===== src/rtl/jtag_dual_user_dr_pkg.sv =====
// Shared definitions for the dual-channel JTAG user data-register engine.
package jtag_user_pkg;

  // Which user register owns the pending update.
  typedef enum logic [1:0] {
    CH_NONE = 2'd0,
    CH_1    = 2'd1,
    CH_2    = 2'd2
  } ch_sel_e;

  localparam int unsigned DR_WIDTH_DEF = 16;

  // The counter must reach DR_WIDTH+1 so an over-long shift can be told apart.
  function automatic int unsigned cnt_w_f(input int unsigned dr_width);
    return $clog2(dr_width + 2);
  endfunction

endpackage


===== src/rtl/jtag_dual_user_dr_if.sv =====
// JTAGG-side and application-side signals of the dual user DR engine.
interface jtag_dual_user_dr_if
  import jtag_user_pkg::*;
#(
  parameter int unsigned DR_WIDTH = DR_WIDTH_DEF
);
  logic                JTDI;
  logic                JSHIFT;
  logic                JUPDATE;
  logic                JCE1;
  logic                JCE2;
  logic                JRTI1;
  logic                JRTI2;
  logic                JTDO1;
  logic                JTDO2;
  logic [DR_WIDTH-1:0] cap_data1;
  logic [DR_WIDTH-1:0] cap_data2;
  logic [DR_WIDTH-1:0] upd_data1;
  logic [DR_WIDTH-1:0] upd_data2;
  logic                upd_valid1;
  logic                upd_valid2;
  logic                len_err1;
  logic                len_err2;
  logic                rti1;
  logic                rti2;

  // Driver side: JTAGG primitive plus application core.
  modport master (
    output JTDI, JSHIFT, JUPDATE, JCE1, JCE2, JRTI1, JRTI2, cap_data1, cap_data2,
    input  JTDO1, JTDO2, upd_data1, upd_data2, upd_valid1, upd_valid2,
    input  len_err1, len_err2, rti1, rti2
  );

  // Engine side.
  modport slave (
    input  JTDI, JSHIFT, JUPDATE, JCE1, JCE2, JRTI1, JRTI2, cap_data1, cap_data2,
    output JTDO1, JTDO2, upd_data1, upd_data2, upd_valid1, upd_valid2,
    output len_err1, len_err2, rti1, rti2
  );
endinterface


===== src/rtl/jtag_user_dr_chan.sv =====
// One user data-register channel: capture/shift register, length counter,
// update holding register with strobe, sticky length error and TDO.
module jtag_user_dr_chan
  import jtag_user_pkg::*;
#(
  parameter int unsigned DR_WIDTH   = DR_WIDTH_DEF,
  parameter bit          STRICT_LEN = 1'b1,
  parameter int unsigned CNT_W      = cnt_w_f(DR_WIDTH)
) (
  input  logic                i_jtck,
  input  logic                i_jrstn,
  input  logic                i_tdi,
  input  logic                i_capture,
  input  logic                i_shift,
  input  logic                i_update,
  input  logic [DR_WIDTH-1:0] i_cap_data,
  output logic                o_tdo,
  output logic [DR_WIDTH-1:0] o_upd_data,
  output logic                o_upd_valid,
  output logic                o_len_err
);

  localparam logic [CNT_W-1:0] CntFull = CNT_W'(DR_WIDTH);
  localparam logic [CNT_W-1:0] CntSat  = CNT_W'(DR_WIDTH + 1);

  logic [DR_WIDTH-1:0] r_shift;
  logic [CNT_W-1:0]    r_cnt;
  logic [DR_WIDTH-1:0] r_upd_data;
  logic                r_upd_valid;
  logic                r_len_err;
  logic                w_len_ok;

  assign w_len_ok = !STRICT_LEN || (r_cnt == CntFull);

  // Capture loads the register and clears the count; shift moves LSB out first.
  always_ff @(posedge i_jtck or negedge i_jrstn) begin
    if (!i_jrstn) begin
      r_shift <= '0;
      r_cnt   <= '0;
    end else if (i_capture) begin
      r_shift <= i_cap_data;
      r_cnt   <= '0;
    end else if (i_shift) begin
      r_shift <= {i_tdi, r_shift[DR_WIDTH-1:1]};
      if (r_cnt != CntSat) r_cnt <= r_cnt + 1'b1;
    end
  end

  // Commit on a correct-length update; otherwise flag it until the next good one.
  always_ff @(posedge i_jtck or negedge i_jrstn) begin
    if (!i_jrstn) begin
      r_upd_data  <= '0;
      r_upd_valid <= 1'b0;
      r_len_err   <= 1'b0;
    end else begin
      r_upd_valid <= 1'b0;
      if (i_update) begin
        if (w_len_ok) begin
          r_upd_data  <= r_shift;
          r_upd_valid <= 1'b1;
          r_len_err   <= 1'b0;
        end else begin
          r_len_err   <= 1'b1;
        end
      end
    end
  end

  assign o_tdo       = r_shift[0];
  assign o_upd_data  = r_upd_data;
  assign o_upd_valid = r_upd_valid;
  assign o_len_err   = r_len_err;

endmodule


===== src/rtl/jtag_dual_user_dr.sv =====
// Dual ER1/ER2 user data-register engine fed directly by JTAGG signals.
// Holds the shared active-channel register, JUPDATE edge detect and RTI strobes.
module jtag_dual_user_dr
  import jtag_user_pkg::*;
#(
  parameter int unsigned DR_WIDTH   = DR_WIDTH_DEF,
  parameter bit          STRICT_LEN = 1'b1,
  parameter int unsigned CNT_W      = cnt_w_f(DR_WIDTH)
) (
  input  logic                JTCK,
  input  logic                JRSTN,
  jtag_dual_user_dr_if.slave  bus
);

  logic       w_ce1;
  logic       w_ce2;
  logic       w_cap1;
  logic       w_cap2;
  logic       w_sh1;
  logic       w_sh2;
  logic       r_upd_q;
  logic       r_upd_q2;
  logic       w_upd_fire;
  logic       w_upd1;
  logic       w_upd2;
  ch_sel_e    r_active;
  ch_sel_e    w_active_d;
  logic [1:0] r_rti_q;
  logic [1:0] r_rti_q2;

  // Both enables high is illegal; channel 1 wins and channel 2 holds.
  assign w_ce1  = bus.JCE1;
  assign w_ce2  = bus.JCE2 & ~bus.JCE1;
  assign w_cap1 = w_ce1 & ~bus.JSHIFT;
  assign w_cap2 = w_ce2 & ~bus.JSHIFT;
  assign w_sh1  = w_ce1 & bus.JSHIFT;
  assign w_sh2  = w_ce2 & bus.JSHIFT;

  // JUPDATE is sampled first, then edge-detected, so a long Update-DR acts once.
  always_ff @(posedge JTCK or negedge JRSTN) begin
    if (!JRSTN) begin
      r_upd_q  <= 1'b0;
      r_upd_q2 <= 1'b0;
    end else begin
      r_upd_q  <= bus.JUPDATE;
      r_upd_q2 <= r_upd_q;
    end
  end

  assign w_upd_fire = r_upd_q & ~r_upd_q2;
  assign w_upd1     = w_upd_fire & (r_active == CH_1);
  assign w_upd2     = w_upd_fire & (r_active == CH_2);

  // Any update attempt consumes the capture; a new capture re-arms a channel.
  always_comb begin
    w_active_d = r_active;
    if (w_upd_fire) w_active_d = CH_NONE;
    if (w_cap1) begin
      w_active_d = CH_1;
    end else if (w_cap2) begin
      w_active_d = CH_2;
    end
  end

  // Active-channel register.
  always_ff @(posedge JTCK or negedge JRSTN) begin
    if (!JRSTN) r_active <= CH_NONE;
    else        r_active <= w_active_d;
  end

  // RTI edge detectors, one bit per channel.
  always_ff @(posedge JTCK or negedge JRSTN) begin
    if (!JRSTN) begin
      r_rti_q  <= '0;
      r_rti_q2 <= '0;
    end else begin
      r_rti_q  <= {bus.JRTI2, bus.JRTI1};
      r_rti_q2 <= r_rti_q;
    end
  end

  assign bus.rti1 = r_rti_q[0] & ~r_rti_q2[0];
  assign bus.rti2 = r_rti_q[1] & ~r_rti_q2[1];

  jtag_user_dr_chan #(
    .DR_WIDTH   (DR_WIDTH),
    .STRICT_LEN (STRICT_LEN),
    .CNT_W      (CNT_W)
  ) u_chan1 (
    .i_jtck      (JTCK),
    .i_jrstn     (JRSTN),
    .i_tdi       (bus.JTDI),
    .i_capture   (w_cap1),
    .i_shift     (w_sh1),
    .i_update    (w_upd1),
    .i_cap_data  (bus.cap_data1),
    .o_tdo       (bus.JTDO1),
    .o_upd_data  (bus.upd_data1),
    .o_upd_valid (bus.upd_valid1),
    .o_len_err   (bus.len_err1)
  );

  jtag_user_dr_chan #(
    .DR_WIDTH   (DR_WIDTH),
    .STRICT_LEN (STRICT_LEN),
    .CNT_W      (CNT_W)
  ) u_chan2 (
    .i_jtck      (JTCK),
    .i_jrstn     (JRSTN),
    .i_tdi       (bus.JTDI),
    .i_capture   (w_cap2),
    .i_shift     (w_sh2),
    .i_update    (w_upd2),
    .i_cap_data  (bus.cap_data2),
    .o_tdo       (bus.JTDO2),
    .o_upd_data  (bus.upd_data2),
    .o_upd_valid (bus.upd_valid2),
    .o_len_err   (bus.len_err2)
  );

endmodule


===== src/flat_wrapper.sv =====
// flat-port wrapper written by rule: the top's interface ports become plain ports
module jtag_dual_user_dr_flat import jtag_user_pkg::*;
#(
  parameter int unsigned DR_WIDTH   = DR_WIDTH_DEF,
  parameter bit          STRICT_LEN = 1'b1,
  parameter int unsigned CNT_W      = cnt_w_f(DR_WIDTH)
)
  (JTCK, JRSTN, bus_JTDI, bus_JSHIFT, bus_JUPDATE, bus_JCE1, bus_JCE2, bus_JRTI1, bus_JRTI2, bus_cap_data1, bus_cap_data2, bus_JTDO1, bus_JTDO2, bus_upd_data1, bus_upd_data2, bus_upd_valid1, bus_upd_valid2, bus_len_err1, bus_len_err2, bus_rti1, bus_rti2);
  jtag_dual_user_dr_if #(.DR_WIDTH(DR_WIDTH)) bus_i ();
  input  logic JTCK;
  input  logic JRSTN;
  input wire logic [$bits(bus_i.JTDI)-1:0] bus_JTDI;
  input wire logic [$bits(bus_i.JSHIFT)-1:0] bus_JSHIFT;
  input wire logic [$bits(bus_i.JUPDATE)-1:0] bus_JUPDATE;
  input wire logic [$bits(bus_i.JCE1)-1:0] bus_JCE1;
  input wire logic [$bits(bus_i.JCE2)-1:0] bus_JCE2;
  input wire logic [$bits(bus_i.JRTI1)-1:0] bus_JRTI1;
  input wire logic [$bits(bus_i.JRTI2)-1:0] bus_JRTI2;
  input wire logic [$bits(bus_i.cap_data1)-1:0] bus_cap_data1;
  input wire logic [$bits(bus_i.cap_data2)-1:0] bus_cap_data2;
  output wire logic [$bits(bus_i.JTDO1)-1:0] bus_JTDO1;
  output wire logic [$bits(bus_i.JTDO2)-1:0] bus_JTDO2;
  output wire logic [$bits(bus_i.upd_data1)-1:0] bus_upd_data1;
  output wire logic [$bits(bus_i.upd_data2)-1:0] bus_upd_data2;
  output wire logic [$bits(bus_i.upd_valid1)-1:0] bus_upd_valid1;
  output wire logic [$bits(bus_i.upd_valid2)-1:0] bus_upd_valid2;
  output wire logic [$bits(bus_i.len_err1)-1:0] bus_len_err1;
  output wire logic [$bits(bus_i.len_err2)-1:0] bus_len_err2;
  output wire logic [$bits(bus_i.rti1)-1:0] bus_rti1;
  output wire logic [$bits(bus_i.rti2)-1:0] bus_rti2;
  assign bus_i.JTDI = bus_JTDI;
  assign bus_i.JSHIFT = bus_JSHIFT;
  assign bus_i.JUPDATE = bus_JUPDATE;
  assign bus_i.JCE1 = bus_JCE1;
  assign bus_i.JCE2 = bus_JCE2;
  assign bus_i.JRTI1 = bus_JRTI1;
  assign bus_i.JRTI2 = bus_JRTI2;
  assign bus_i.cap_data1 = bus_cap_data1;
  assign bus_i.cap_data2 = bus_cap_data2;
  assign bus_JTDO1 = bus_i.JTDO1;
  assign bus_JTDO2 = bus_i.JTDO2;
  assign bus_upd_data1 = bus_i.upd_data1;
  assign bus_upd_data2 = bus_i.upd_data2;
  assign bus_upd_valid1 = bus_i.upd_valid1;
  assign bus_upd_valid2 = bus_i.upd_valid2;
  assign bus_len_err1 = bus_i.len_err1;
  assign bus_len_err2 = bus_i.len_err2;
  assign bus_rti1 = bus_i.rti1;
  assign bus_rti2 = bus_i.rti2;
  jtag_dual_user_dr #(.DR_WIDTH(DR_WIDTH), .STRICT_LEN(STRICT_LEN), .CNT_W(CNT_W)) u_core (.JTCK(JTCK), .JRSTN(JRSTN), .bus(bus_i));
endmodule

===== config.mk =====
export PLATFORM = sky130hd
export DESIGN_NAME = jtag_dual_user_dr_flat
export DESIGN_NICKNAME = d
export VERILOG_FILES = /design/src/rtl/jtag_dual_user_dr_pkg.sv /design/src/rtl/jtag_dual_user_dr_if.sv /design/src/rtl/jtag_user_dr_chan.sv /design/src/rtl/jtag_dual_user_dr.sv /design/src/flat_wrapper.sv
export SDC_FILE = /design/constraint.sdc
export NUM_CORES = 1
export LEC_CHECK = 0
export BUFFER_PORTS_ARGS = -buffer_cell sky130_fd_sc_hd__clkbuf_2
export CORE_UTILIZATION = 25
export CTS_CLUSTER_SIZE = 10
export DETAILED_ROUTE_END_ITERATION = 8
export PLACE_DENSITY_LB_ADDON = 0.25
export SLEW_MARGIN = 30
export SYNTH_ARGS = -nofsm -noshare
export SYNTH_HDL_FRONTEND = slang
export SYNTH_HIERARCHICAL = 1
export SYNTH_SLANG_ARGS = --single-unit

===== constraint.sdc =====
create_clock -name JTCK -period 2 [get_ports JTCK]
set_input_delay 0.2 -clock JTCK [delete_from_list [all_inputs] [get_ports JTCK]]
set_output_delay 0.2 -clock JTCK [all_outputs]
set_load 0.1 [all_outputs]

## After elaboration in Yosys (flattened, before gate mapping)

Index checks and enable logic that the tools add are counted.

- Register bits: 86
- Bits of input ports: 41
- Output and inout port bits: 40

- Add/subtract/negate cells: 2
- Equality and inequality tests: 6
- Muxes and demuxes: 19
- Bitwise gates (word level): 15
- Reductions and logical operators: 9

Operators by type and width:

| cell | count |
|---|---|
| 16-bit 2-to-1 mux | 4 |
| 5-bit 2-to-1 mux | 6 |
| 5-bit by 1-bit adder with 5-bit output (second input constant) | 2 |
| 1-bit AND | 10 |
| 5-bit == test (second input constant) | 2 |
| 5-bit != test (second input constant) | 2 |
| 2-bit AND reduction | 4 |
| 2-bit nonzero test | 4 |
| 1-bit 2-to-1 mux | 6 |
| 2-bit 2-to-1 mux | 3 |
| 1-bit inverter | 5 |
| 3-bit nonzero test | 1 |
| 2-bit by 1-bit == test with 1-bit output (second input constant) | 1 |
| 2-bit == test (second input constant) | 1 |

## Depth between registers and ports, before layout

- Depth in word-level cells: 5
- Gate-level depth with buffers: 6

## By module

The synthesis kept the hierarchy.

By module, submodules not included:

| module | times used | cells an instance | area an instance (um^2) |
|---|---|---|---|
| jtag_user_dr_chan | 2 | 138 | 1727.9 |
| jtag_dual_user_dr | 1 | 21 | 314.1 |

## Least setup slack after synthesis

Ideal clock, no wire load.

- Path type: register to output
- From: register u_core.r_rti_q2[0]
- To: output port bus_rti1
- Data arrival time: 1676 ps
- Required time: 1800 ps
- Setup slack: 124 ps
- Stages on the path, launching flop included: 2
- Buffers on the path: 0
- Cells stage by stage: dfrtp_1 > nor2b_1

- Longest elaborated chain between the ends: 2

Ends and longest elaborated chain:

| item | line | text |
|---|---|---|
| start: declaration | jtag_dual_user_dr.sv:29 | `logic [1:0] r_rti_q2;` |
| start signal: assignment | jtag_dual_user_dr.sv:78 | `r_rti_q2 <= r_rti_q;` |
| 1-bit inverter | jtag_dual_user_dr.sv:82 | `assign bus.rti1 = r_rti_q[0] & ~r_rti_q2[0];` |
| 1-bit AND | jtag_dual_user_dr.sv:82 |  |
| end: declaration | flat_wrapper.sv:29 | `output wire logic [$bits(bus_i.rti1)-1:0] bus_rti1;` |

No other way between the ends.

## Worst setup path in the final report

- From: register u_core.r_upd_q2
- To: register u_core.u_chan1.r_upd_data[6] (netlist: u_core/u_chan1/o_upd_data[6])

- Longest elaborated chain between the ends: 4

Ends and longest elaborated chain:

| item | line | text |
|---|---|---|
| start: declaration | jtag_dual_user_dr.sv:22 | `logic r_upd_q2;` |
| start signal: assignment | jtag_dual_user_dr.sv:46 | `r_upd_q2 <= r_upd_q;` |
| 1-bit inverter | jtag_dual_user_dr.sv:50 | `assign w_upd_fire = r_upd_q & ~r_upd_q2;` |
| 1-bit AND | jtag_dual_user_dr.sv:50 |  |
| 1-bit AND | jtag_dual_user_dr.sv:51 | `assign w_upd1 = w_upd_fire & (r_active == CH_1);` |
| named net u_core.w_upd1 | jtag_dual_user_dr.sv:24 | `logic w_upd1;` |
| 2-bit AND reduction (no line) | - |  |
| end signal: assignment | jtag_user_dr_chan.sv:59 | `r_upd_data <= r_shift;` |
| end: declaration | jtag_user_dr_chan.sv:28 | `logic [DR_WIDTH-1:0] r_upd_data;` |

The timed path passes the listed nets, and every way through them passes these cells.
A chain may end at the register's enable or synchronous reset.

==> metrics.md <==
| Metric | Value |
|---|---|
| Number of DRC markers after the initial detailed-route iteration | ~140 |
| Kind of path behind the tightest hold check | in -> reg |
| CTS root buf | sky130_fd_sc_hd__clkbuf_16 |
| Placed wire-length estimate after detailed placement | around 5500 um |
| Total of fill cells in the finished design | 1506 |
| Worst slew pin tran | 0.561 ns |
| Critical path capture point | u_core/u_chan1/o_upd_data[6] |
| Area of the die | 15600 um^2 |
| Clock insertion delay at the later pin of the skew report | between 0.3 and 0.4 ns |
| Initial Utilization | roughly a quarter |
| Die width | roughly 120 um |
| Failing checks | design-rule violations |
| Routed wirelength normalized by instance count | about 14 um |
| Number of nets produced by synthesis | around 340 |
| Final count of negative-setup-slack endpoints | 0 |
| Rel. slew slack | roughly 63% |
| N_diodes | 0 |
| Pre-Repair DR Iteration Count | 7 |
| Total of max-cap violations | 0 |
| Minimum clock period after layout | between 1.5 and 2 ns |
| Number of placed I/O pins | 81 |
| Dpl cells | roughly 550 |
| Worst Path Required | between 2 and 2.5 ns |
| Post-cts resize count | 0 |
| Number of remaining DRC errors | 10 |
| Maximum fanout count along the critical path | 18 |
| NumNets Final | roughly 430 |
| Critical Path, Cell by Cell | nand2b_4, nor3b_2, and4_4, mux2_2 |
| Synth warnings | 6 |
| Startpoint of the worst register-to-register path | u_core/r_upd_q2 |
| Run status | finished, violations left |
| Maximum resistive drop on vdd | approximately 370 uV |
| Number of antenna violations at the first check in global routing | 0 |
| Sequential fraction of the synthesis area | a little under three fifths |
| Tightest hold margin | between 0.07 and 0.08 ns |
| Height of the die | 125 um |
| Leakage dissipation | between 0.002 and 0.0025 uW |
| Final hold violation count | 0 |
| Share of final-layout standard cells stronger than drive strength 1 | between 30% and 40% |
| Cell accounting for the most synthesized area | sky130_fd_sc_hd__dfrtp_1 |
| H-Tree Level Count | 3 |
| Signal arrival time at the worst endpoint | 1.92 ns |
| Worst setup slack for register-to-register paths | 0.30 ns |
| Wire length of the first global-routing pass | around 13000 um |
| RSZ-0062 raised after global routing | no |
| Synth Instances | a little under 300 |
| Distinct cell type count of the synthesized netlist | 31 |
| Number of buffers added on ports | 80 |
| Maximum number of pins on one net before global-route repair | between 40 and 50 |
| Count of cell instances traversed by the critical path | 4 |
| Antenna Nets Post-Route | 0 |
| Clock Tree Buf Depth | 2 |
| Cell with the largest stage delay on the worst path | sky130_fd_sc_hd__and4_4 |
| Post-synth top area share | 57.1% |
| Area growth, synth to finish | 24.8% |
| Total routing resource utilization after global routing | 10.9% |
| Critical path launch point | u_core/r_upd_q2 |
| Number of buffers and inverters on the critical path | 0 |
| End of the worst register-to-register path | u_core/u_chan1/o_upd_data[6] |
| Dominant cells by area after synthesis | sky130_fd_sc_hd__dfrtp_1 57%, sky130_fd_sc_hd__mux2i_1 9.0%, sky130_fd_sc_hd__mux2_4 6.4% |
| Weighted congestion reported at the end of routability-driven placement | between 0.7 and 0.8 |
| Number of vias in the routed layout | around 2400 |
| Top cell family by delay on the critical path | simple AND/OR/NAND/NOR gates |
| Num CTS Buffers | 9 |
| Total count of max-transition violations in the final report | 0 |
| Power consumption | approximately 4300 uW |
| Total wire length after detailed routing | roughly 7900 um |
| Slowest Stage Delay on Critical Path | 0.47 ns |
| Startpoint type of the worst setup path | flip-flop |
| FMAX | roughly 590 MHz |
| Cell area power density | between 900 and 1000 nW/um^2 |
| Hold Path Stages | 3 |
| Critical Path End Type | flip-flop |
| Row count | 44 |
| Clock slew at the register clock pins of the worst setup and hold paths | around 0.060 ns |
| Worst Clk Skew | around 0.0063 ns |
| Sum Neg Setup Slack | 0 ns |
| Post-synthesis instance area | 3770 um^2 |
| FF+latch count, synth | 86 |
| Placeable core region | between 10000 and 15000 um^2 |
| Clk sinks | 86 |
| Dpl cell area | 4360 um^2 |
| Post-route fraction of the period consumed by the critical path | a little under nine tenths |
| Buffers inserted by post-CTS timing repair | 0 |
| FF-to-FF path depth | 4 |
| Average size of a mapped cell | around 13 um^2 |
| Routed via count divided by cell count | 4.28 |
| TritonCTS clock tree | built |
| Number of global-route vias before repair | 2571 |
| Fin area | 4710 um^2 |
| Critical path start-end classification | reg -> reg |
| Number of cells in the finished layout apart from fillers | 570 |
| Global route total overflow | 0 |
placed cells by master, fill, tap and decap left out, drive strengths merged:
master and n:
clkbuf 90, dfrtp 86, mux2i 34, mux2 34
nand2 33, o21ai 32, nor2 16, inv 8
buf 7, ha 6, nand2b 6, dlygate4sd3 4
nand4 4, xor2 4, nor3b 3, nor2b 3
a31o 3, bufinv 2, and4 2, a31oi 2
a211oi 2, clkinvlp 1, clkinv 1, and2 1
and3b 1, a21oi 1
cell type report:
cell class | count | area, um^2 | area share (%)
repair buffers | 90 | 513 | 10.9
clock buffers | 11 | 233 | 4.95
well taps | 184 | 230 | 4.89
clock inverters | 4 | 72.6 | 1.54
inverters | 8 | 30.0 | 0.638
multi-input cells | 187 | 1480 | 31.3
flip-flops and latches | 86 | 2150 | 45.7
flip-flops by register name, indices dropped and copies added, names as in the netlist:
signal / cells
u_core/r_upd_q2: 1
u_core/u_chan2/o_upd_data: 16
u_core/u_chan2/r_shift: 16
u_core/u_chan2/r_cnt: 5
u_core/r_upd_q: 1
u_core/u_chan2/o_upd_valid: 1
u_core/r_rti_q: 2
u_core/u_chan2/o_len_err: 1
u_core/u_chan1/r_cnt: 5
u_core/u_chan1/o_upd_valid: 1
u_core/u_chan1/o_len_err: 1
u_core/r_active: 2
u_core/r_rti_q2: 2
u_core/u_chan1/r_shift: 16
u_core/u_chan1/o_upd_data: 16
layer usage:
metal | global-route usage (%) | share of wire (%) | up-vias
li1 | - | - | 1189
met1 | 14.0 | 48 | 1201
met2 | 16.9 | 46 | 41
met3 | 2.58 | 4.0 | 11
met4 | 6.32 | 2.0 | 0
met5 | 0 | 0 | -
how the worst min path moves through the flow:
stage | start | to
floorplan | JRSTN | u_core/r_active[0]
global placement | JRSTN | u_core/u_chan1/r_shift[11]
detailed placement | JRSTN | u_core/u_chan1/r_shift[10]
CTS | bus_cap_data1[1] | u_core/u_chan1/r_shift[1]
global route | bus_cap_data2[1] | u_core/u_chan2/r_shift[1]
finish | bus_cap_data2[1] | u_core/u_chan2/r_shift[1]
repair_timing:
action / CTS / global route
hold endpoints to repair: 21 / 0
hold buffers: 4 / 0
setup endpoints to repair: 0 / 0
Yosys cell counts (all sizes together):
cell	count
mux2	34
and2	1
ha	6
nor3b	3
clkbuf	8
nor2	16
a211oi	2
buf	8
o21ai	32
inv	8
and4	2
and3b	1
nand2b	6
nand2	33
a31oi	2
mux2i	34
dfrtp	86
xor2	4
a31o	3
a21oi	1
nand4	4
nor2b	3
per-stage QoR:
step | util [%] | setup slack [ns]
final | 32.1 | 0.298
after global routing | 32.1 | 0.233
after CTS | 32.1 | 0.280
after detailed placement | 29.8 | 0.289
after global placement | 29.8 | 0.340
after floorplan | - | 0.124
cells by family after synthesis:
logic type	synth area share, %
DFF	57.1
and+or+nand+nor	9.49
muxes	20.8
AOI/OAI and AO/OA	5.81
buffers and inverters	3.92
xor gates and xnor gates	0.929
adders and majority gates	1.99
where the power goes:
part / total (uW) / internal, uW / switching (uW)
clock network: 1730 / 1090 / 648
logic: 539 / 212 / 327
registers: 2060 / 1910 / 148
worst reg2reg max path: cells and delay by family (launching register included):
kind,cells,cell delay [ns]
flops,1,0.36
simple gates,3,0.86
mux,1,0.38
Note: power is estimated with default switching activity, not from simulation.
